File: config.mk
export PLATFORM = sky130hd
export DESIGN_NAME = xbar_master_port
export DESIGN_NICKNAME = d
export VERILOG_FILES = /design/src/rtl/xbar_pkg.sv /design/src/rtl/xbar_cmd_fifo.sv /design/src/rtl/xbar_master_port.sv
export SDC_FILE = /design/constraint.sdc
export NUM_CORES = 1
export LEC_CHECK = 0
export ABC_AREA = 0
export CORE_ASPECT_RATIO = 0.75
export CORE_MARGIN = 5
export CORE_UTILIZATION = 38
export DETAILED_ROUTE_END_ITERATION = 8
export GPL_ROUTABILITY_DRIVEN = 0
export PLACE_DENSITY = 0.61
export SETUP_SLACK_MARGIN = 0.05
export SYNTH_ARGS = -nofsm -noshare
export SYNTH_HDL_FRONTEND = slang
export SYNTH_SLANG_ARGS = --single-unit
File: constraint.sdc
create_clock -name clk -period 5.1 [get_ports clk]
set_input_delay 1.02 -clock clk [delete_from_list [all_inputs] [get_ports clk]]
set_output_delay 1.02 -clock clk [all_outputs]
set_load 0.005 [all_outputs]
File: src/rtl/xbar_pkg.sv
// Shared types for the crossbar master port: command record, FSM states, slave-select width.
package xbar_pkg;

    localparam int unsigned SLAVES      = 4;
    localparam int unsigned SLAVE_SEL_W = $clog2(SLAVES);

    typedef struct packed {
        logic        write;
        logic [31:0] addr;
        logic [31:0] wdata;
    } xb_cmd_t;

    typedef enum logic [1:0] {
        IDLE,
        WAIT_ACK,
        WAIT_RESP,
        RSP_OUT
    } mport_state_t;

endpackage

File: src/rtl/xbar_cmd_fifo.sv
// Command FIFO for the master port; wrap-bit pointers, registered head read from storage.
module xbar_cmd_fifo
    import xbar_pkg::*;
#(
    parameter int unsigned DEPTH = 4,
    parameter type         T     = xb_cmd_t
) (
    input  logic clk,
    input  logic rst,
    input  logic i_push,
    input  T     i_data,
    input  logic i_pop,
    output logic o_full,
    output logic o_empty,
    output T     o_head
);

    localparam int unsigned AW = $clog2(DEPTH);

    logic [AW:0] r_wr_ptr;
    logic [AW:0] r_rd_ptr;
    T            r_mem [DEPTH];
    logic        w_do_push;
    logic        w_do_pop;

    assign o_full    = (r_wr_ptr[AW] != r_rd_ptr[AW]) && (r_wr_ptr[AW-1:0] == r_rd_ptr[AW-1:0]);
    assign o_empty   = (r_wr_ptr == r_rd_ptr);
    assign w_do_push = i_push && !o_full;
    assign w_do_pop  = i_pop && !o_empty;
    assign o_head    = r_mem[r_rd_ptr[AW-1:0]];

    always_ff @(posedge clk) begin
        if (rst) begin
            r_wr_ptr <= '0;
            r_rd_ptr <= '0;
        end else begin
            if (w_do_push) r_wr_ptr <= r_wr_ptr + 1'b1;
            if (w_do_pop)  r_rd_ptr <= r_rd_ptr + 1'b1;
        end
    end

    // Storage needs no reset: the pointers decide what is valid.
    always_ff @(posedge clk) begin
        if (w_do_push) r_mem[r_wr_ptr[AW-1:0]] <= i_data;
    end

endmodule

File: src/rtl/xbar_master_port.sv
// Master-side front end for one crossbar lane: buffers client commands, issues one at a time.
// Optional watchdog enabled by defining XBAR_MASTER_PORT_TIMEOUT_EN.
module xbar_master_port
    import xbar_pkg::*;
#(
    parameter int unsigned DEPTH          = 4,
    parameter int unsigned TIMEOUT_CYCLES = 255
) (
    input  logic        clk,
    input  logic        rst,
    input  logic        i_cmd_valid,
    output logic        o_cmd_ready,
    input  logic        i_cmd_write,
    input  logic [31:0] i_cmd_addr,
    input  logic [31:0] i_cmd_wdata,
    output logic        o_rsp_valid,
    input  logic        i_rsp_ready,
    output logic        o_rsp_write,
    output logic [31:0] o_rsp_rdata,
    output logic        o_rsp_err,
    output logic        o_xb_req,
    output logic        o_xb_cmd,
    output logic [31:0] o_xb_addr,
    output logic [31:0] o_xb_wdata,
    input  logic        i_xb_ack,
    input  logic        i_xb_resp,
    input  logic [31:0] i_xb_rdata
);

    if (DEPTH < 2 || (DEPTH & (DEPTH - 1)) != 0) begin : g_bad_depth
        $error("xbar_master_port: DEPTH must be a power of 2 and >= 2");
    end
    if (TIMEOUT_CYCLES == 0) begin : g_bad_timeout
        $error("xbar_master_port: TIMEOUT_CYCLES must be >= 1");
    end

    mport_state_t r_state;
    mport_state_t w_state_next;

    xb_cmd_t     w_fifo_in;
    xb_cmd_t     w_head;
    logic        w_full;
    logic        w_empty;
    logic        w_push;
    logic        w_pop;
    logic        w_cap_rdata;
    logic        w_clr_rdata;
    logic        w_timeout;

    logic        r_xb_req;
    logic        r_xb_cmd;
    logic [31:0] r_xb_addr;
    logic [31:0] r_xb_wdata;
    logic        r_cur_write;
    logic [31:0] r_rdata;

    assign w_fifo_in = '{write: i_cmd_write, addr: i_cmd_addr, wdata: i_cmd_wdata};
    assign w_push    = i_cmd_valid && o_cmd_ready;

    xbar_cmd_fifo #(
        .DEPTH (DEPTH),
        .T     (xb_cmd_t)
    ) u_fifo (
        .clk     (clk),
        .rst     (rst),
        .i_push  (w_push),
        .i_data  (w_fifo_in),
        .i_pop   (w_pop),
        .o_full  (w_full),
        .o_empty (w_empty),
        .o_head  (w_head)
    );

`ifdef XBAR_MASTER_PORT_TIMEOUT_EN
    localparam int unsigned TW = $clog2(TIMEOUT_CYCLES + 1);

    logic [TW-1:0] r_tmo_cnt;
    logic          r_err;
    logic          w_tmo_hit;

    assign w_tmo_hit = (r_tmo_cnt == TW'(TIMEOUT_CYCLES - 1));

    // Any state change restarts the count, which covers entry to both wait states.
    always_ff @(posedge clk) begin
        if (rst) begin
            r_tmo_cnt <= '0;
            r_err     <= 1'b0;
        end else begin
            if (w_state_next != r_state) begin
                r_tmo_cnt <= '0;
            end else if (r_state == WAIT_ACK || r_state == WAIT_RESP) begin
                r_tmo_cnt <= r_tmo_cnt + 1'b1;
            end
            if (w_pop)          r_err <= 1'b0;
            else if (w_timeout) r_err <= 1'b1;
        end
    end

    assign o_rsp_err = r_err;
`else
    assign o_rsp_err = 1'b0;
`endif

    always_ff @(posedge clk) begin
        if (rst) r_state <= IDLE;
        else     r_state <= w_state_next;
    end

    always_comb begin
        w_state_next = r_state;
        w_pop        = 1'b0;
        w_cap_rdata  = 1'b0;
        w_clr_rdata  = 1'b0;
        w_timeout    = 1'b0;
        unique case (r_state)
            IDLE: begin
                if (!w_empty) begin
                    w_pop        = 1'b1;
                    w_state_next = WAIT_ACK;
                end
            end
            WAIT_ACK: begin
                if (i_xb_ack) begin
                    w_state_next = r_cur_write ? RSP_OUT : WAIT_RESP;
                    w_clr_rdata  = r_cur_write;
                end
`ifdef XBAR_MASTER_PORT_TIMEOUT_EN
                else if (w_tmo_hit) begin
                    w_state_next = RSP_OUT;
                    w_clr_rdata  = 1'b1;
                    w_timeout    = 1'b1;
                end
`endif
            end
            WAIT_RESP: begin
                if (i_xb_resp) begin
                    w_state_next = RSP_OUT;
                    w_cap_rdata  = 1'b1;
                end
`ifdef XBAR_MASTER_PORT_TIMEOUT_EN
                else if (w_tmo_hit) begin
                    w_state_next = RSP_OUT;
                    w_clr_rdata  = 1'b1;
                    w_timeout    = 1'b1;
                end
`endif
            end
            RSP_OUT: begin
                if (i_rsp_ready) w_state_next = IDLE;
            end
        endcase
    end

    // Crossbar-side fields hold after the req pulse; wdata only moves on writes.
    always_ff @(posedge clk) begin
        if (rst) begin
            r_xb_req    <= 1'b0;
            r_xb_cmd    <= 1'b0;
            r_xb_addr   <= '0;
            r_xb_wdata  <= '0;
            r_cur_write <= 1'b0;
            r_rdata     <= '0;
        end else begin
            r_xb_req <= w_pop;
            if (w_pop) begin
                r_xb_cmd    <= w_head.write;
                r_xb_addr   <= w_head.addr;
                r_cur_write <= w_head.write;
                if (w_head.write) r_xb_wdata <= w_head.wdata;
            end
            if (w_cap_rdata)      r_rdata <= i_xb_rdata;
            else if (w_clr_rdata) r_rdata <= '0;
        end
    end

    assign o_cmd_ready = !w_full;
    assign o_rsp_valid = (r_state == RSP_OUT);
    assign o_rsp_write = r_cur_write;
    assign o_rsp_rdata = r_rdata;
    assign o_xb_req    = r_xb_req;
    assign o_xb_cmd    = r_xb_cmd;
    assign o_xb_addr   = r_xb_addr;
    assign o_xb_wdata  = r_xb_wdata;

endmodule

* Word-level counts from Yosys, hierarchy flattened *
Memory sizes are Yosys's and may differ from the RTL's. A register that Yosys moved wholly into a read port is not among the register bits.
Cells that the tools add are included.

word-level totals
  bits in registers = 106
  bits in writable memories = 260
  bits of input ports = 103
  output and inout bits = 102
  memories = 1

memory list
  name          words  width  read ports  clocked after memory_dff  write ports  line                 text
  u_fifo.r_mem  4      65     1           1                         1            xbar_cmd_fifo.sv:22  T r_mem [DEPTH];

operators by class
  add/sub/neg operators = 2
  equality and inequality tests = 10
  multiplexer cells = 18
  reduce and logical (&&, ||, !) cells = 10

operator list
  operator                                                               count
  32-bit 2-to-1 mux                                                      2
  2-bit 2-to-1 mux                                                       6
  1-bit 2-to-1 mux                                                       9
  2-bit one-hot mux with 4 select lines                                  1
  3-bit by 1-bit adder with 3-bit output, second input constant          2
  2-bit != test, second input constant                                   3
  2-bit equality test, second input constant                             2
  1-bit logical AND                                                      4
  4-bit AND reduction                                                    1
  3-bit equality test                                                    1
  2-bit by 1-bit equality test with 1-bit output, second input constant  1
  2-bit equality test                                                    1
  1-bit logical NOT                                                      2
  2-bit logical NOT                                                      1
  2-bit by 1-bit != test with 1-bit output, second input constant        1
  2-bit AND reduction                                                    1
  2-bit nonzero test                                                     1
  1-bit != test                                                          1

* Longest topological paths before layout *
  word-level depth = 7
  gate-level depth with buffers = 8
  gate-level depth less buffers = 6

* Modules after synthesis *
A second synthesis with hierarchy kept.

unflattened totals
  cells, all modules = 827
  area total of the unflattened synthesis = 13506.7 µm²

modules (own cells, without submodules)
  module            times used  cells an instance  area each (µm²)  sequential area each (µm²)
  xbar_cmd_fifo     1           407                9933.3           7967.6
  xbar_master_port  1           420                3573.4           2001.9

* Worst setup path before layout *
Ideal clock, no wire load.

  path kind = input to register
  from = in i_cmd_valid
  to = reg u_fifo.r_wr_ptr[2]
  arrival = 3.075 ns
  path slack = 1.817 ns
  cell stages on the path = 3
  path through = o31a_1 > and2_1 > o21ai_0

between the ends
  word-level cells in the longest chain between the ends = 2

ends and longest elaborated chain
  what                    line                    text
  start: declaration      xbar_master_port.sv:11  input logic i_cmd_valid,
  1-bit logical AND       xbar_master_port.sv:58  assign w_push = i_cmd_valid && o_cmd_ready;
  1-bit logical AND       xbar_cmd_fifo.sv:28     assign w_do_push = i_push && !o_full;
  end signal: assignment  xbar_cmd_fifo.sv:37     if (w_do_push) r_wr_ptr <= r_wr_ptr + 1'b1;
  end: declaration        xbar_cmd_fifo.sv:20     logic [AW:0] r_wr_ptr;

Every way passes these cells.
A chain may end at the register's enable or synchronous reset.

* Final worst setup path *
  from = reg u_fifo.r_wr_ptr[2]
  to = out o_cmd_ready

between the ends
  word-level cells in the longest chain between the ends = 3

ends and longest elaborated chain
  what               line                     text
  1-bit != test      xbar_cmd_fifo.sv:26      assign o_full = (r_wr_ptr[AW] != r_rd_ptr[AW]) && (r_wr_ptr[AW-1:0] == r_rd_ptr[AW-1:0]);
  1-bit logical AND  xbar_cmd_fifo.sv:26
  1-bit logical NOT  xbar_master_port.sv:176  assign o_cmd_ready = !w_full;
  end: declaration   xbar_master_port.sv:12   output logic o_cmd_ready,

Every way passes these cells.

==> results.yml <==
synthesis:
  syn_area_per_cell_um2: 16.6
  syn_inst: 812
  yosys-top-cells-area: "edfxtp_1, dfxtp_1, mux4_2, a21oi_1, nand2_1"
  netlist_area_um2: 13400
  yosysTopAreaCellShare_pct: 58.1
  synth_nets: 925
  ys_warn_count: 0
  yosysUniqueCellTypes: 33
  synth_commonest_cells: "edfxtp_1, dfxtp_1, a21oi_1, nand2_1, mux4_2"
  synth_top_area_cell: "edfxtp_1"
  yosysSeqAreaShare_pct: 74.1
  synthFlopType: "edfxtp_1"
  async_flop_share_pct: 0
  synth_most_common_cell: "edfxtp_1"
  ys_ff_latch: 368
  synth_edf_count: 260
timing:
  hold_viol_final: 0
  post-route-min-period_ns: 2.98
  max_slew_margin_pct: 31.1
  rsz0062_at_grt: "no"
  setup_ws_ns: 2.12
  worst_pin_slew_ns: 1.03
  slew_violations: 0
  max_freq_mhz: 336
  tns_ns: 0
  finClkSkew_ns: 0.00994
  setup-violations-final: 0
  period_share_pct: 58.4
  whs_ns: 0.455
drt:
  drc: 0
  initialDrtViolationCount: 431
  viasPerCell: 4.98
  vias: 7445
  wl_per_cell_um: 19.6
  final_antenna_net_count: 0
  firstDrtPassIters: 4
  totalWireLength_um: 29300
floorplan:
  die_height_um: 173
  design.die.area_um2: 39300
  initial_core_util_pct: 38.6
  io_pins: 205
  die_w_um: 227
  coreArea_um2: 34800
  placement_rows: 59
worst_setup_path:
  critPathCaptureType: "output pin"
  cp.arrival_ns: 1.96
  critPathLaunchType: "flop"
  slowest_stage: "clkdlybuf4s50_1"
  worstPathMaxFanout: 4
  worstPathRequired_ns: 4.08
  cp_top_family: "buffers and inverters"
  critical_path_class: "flop to output pin"
  cpPeakStageDelay_ns: 0.50
  crit_buf_inv: 1
  crit_chain: "xor2_1, nand3_1, clkdlybuf4s50_1"
global_routing:
  grt_pass1_wl_um: 44700
  grt_usage_pct: 14.5
  antenna_found_initial: 3
  grt_pass1_vias: 7617
  grt_max_degree: 76
  grt_overflow: 0
clock_network:
  ctsHoldBuffers: 0
  numCtsBuffers: 37
  clock_latency_ns: 0.52
  clock_path_buffers: 3
  clkSinkCount: 368
  cts_setup_buffers: 0
  cts_max_level: 2
  cts-root-buf: "clkbuf_16"
  clk_pin_slew_ns: 0.06
  postCtsResizedCells: 0
  cts_tree: "done"
finish:
  diodes: 0
  area_delta_synth_final_pct: 27.0
  drive_gt1_share_pct: 14.1
  fin_util_pct: 49.0
  nets: 1123
  stdcell_count: 1495
place:
  dp_cells: 1428
  place_hpwl_um: 17700
  portBuffers: 203
  pre_cts_slack_ns: 1.88
power:
  powerDensity_nw_per_um2: 482
  peakVddDrop_mv: 0.208
  power_frac_seq_pct: 45.6
  switching_share_pct: 26.9
  switchingPower_mw: 2.21
  comb_power_share_pct: 22.0
  p_clk_share_pct: 32.4
  p_leak_nw: 5.52
  p_int_mw: 6.02
min_path:
  hold_class: "flop to flop"
job:
  max-cap-violations: 0
outcome:
  outcome: "finished, final reports clean"
power by group through the flow:
| stage | registers [mW] | logic (mW) | clock network [mW] |
|---|---|---|---|
| after floorplan | 3.75 | 1.10 | 0 |
| after global placement | 3.81 | 1.84 | 0 |
| after detailed placement | 3.83 | 1.85 | 0 |
| after CTS | 3.77 | 1.86 | 2.76 |
| after global routing | 3.80 | 1.99 | 2.88 |
| final | 3.75 | 1.81 | 2.67 |
through the flow:
stage,instance area (um^2),power [mW]
floorplan,13400,4.85
CTS,17100,8.38
detailed placement,15900,5.68
global route,17100,8.67
finish,17100,8.23
global placement,15900,5.66
worst reg2reg max path, cell delays in order, from the launching register on:
cell,delay (ns)
dfxtp_1,0.47
xor2_1,0.38
o31a_2,0.79
buf_4,0.54
nand3_1,0.23
a21oi_1,0.18
registers in the layout, indices dropped and copies added (netlist names), named ones only:
signal,flops
o_xb_req,1
u_fifo.r_rd_ptr,3
o_rsp_write,1
u_fifo.r_mem,260
o_xb_wdata,32
u_fifo.r_wr_ptr,3
o_xb_addr,32
o_rsp_rdata,32
r_state,2
area by class of cell:
type | instances | area (um^2)
timing repair buffer | 214 | 2110
fill | 2978 | 17800
clock buffer | 48 | 1020
inverter | 8 | 30.0
sequential | 368 | 9980
multi-input combinational | 381 | 3190
tap | 457 | 572
clock inverter | 19 | 181
metal layers:
metal,track usage [%],wire length [um]
met1,20.0,13000
met2,23.0,13500
met3,4.02,2140
met4,3.76,605
met5,0,49
cells by family after synthesis:
| kind of cell | share of synthesized area [%] |
|---|---|
| DFF | 74.1 |
| buffers and inverters | 2.40 |
| adders and majority gates | 0.930 |
| muxes | 11.1 |
| and+or+nand+nor | 4.68 |
| other | 0.0279 |
| xor gates and xnor gates | 0.521 |
| AOI/OAI and AO/OA | 6.21 |
worst paths after layout:
check | depth (start not counted) | start | slack (ns) | endpoint
setup / recovery | 3 | u_fifo.r_wr_ptr[2] | 2.12 | o_cmd_ready
hold / removal | 2 | o_xb_addr[22] | 0.45 | o_xb_addr[22]
setup reg to reg | 5 | u_fifo.r_wr_ptr[0] | 2.45 | o_xb_wdata[2]
hold reg to reg | 2 | o_xb_addr[22] | 0.45 | o_xb_addr[22]
layout by cell type (no fill, tap or decap), types with 2 or more instances in the layout:
cell type        count
a21oi_1             69
a22oi_1             32
and2_4               4
buf_4               12
bufinv_16            3
clkbuf_1             6
clkbuf_16           37
clkbuf_8             5
clkdlybuf4s50_1    202
clkinv_1             2
clkinv_2            10
dfxtp_1            106
dfxtp_4              2
edfxtp_1           260
ha_1                10
inv_1                8
inv_6                3
mux2i_1              3
mux4_2              64
nand2_1             68
nand3_1             35
nor2_1              38
o21ai_0             34
xnor2_1              5
xor2_1               3
Note: power is estimated with default switching activity, not from simulation.
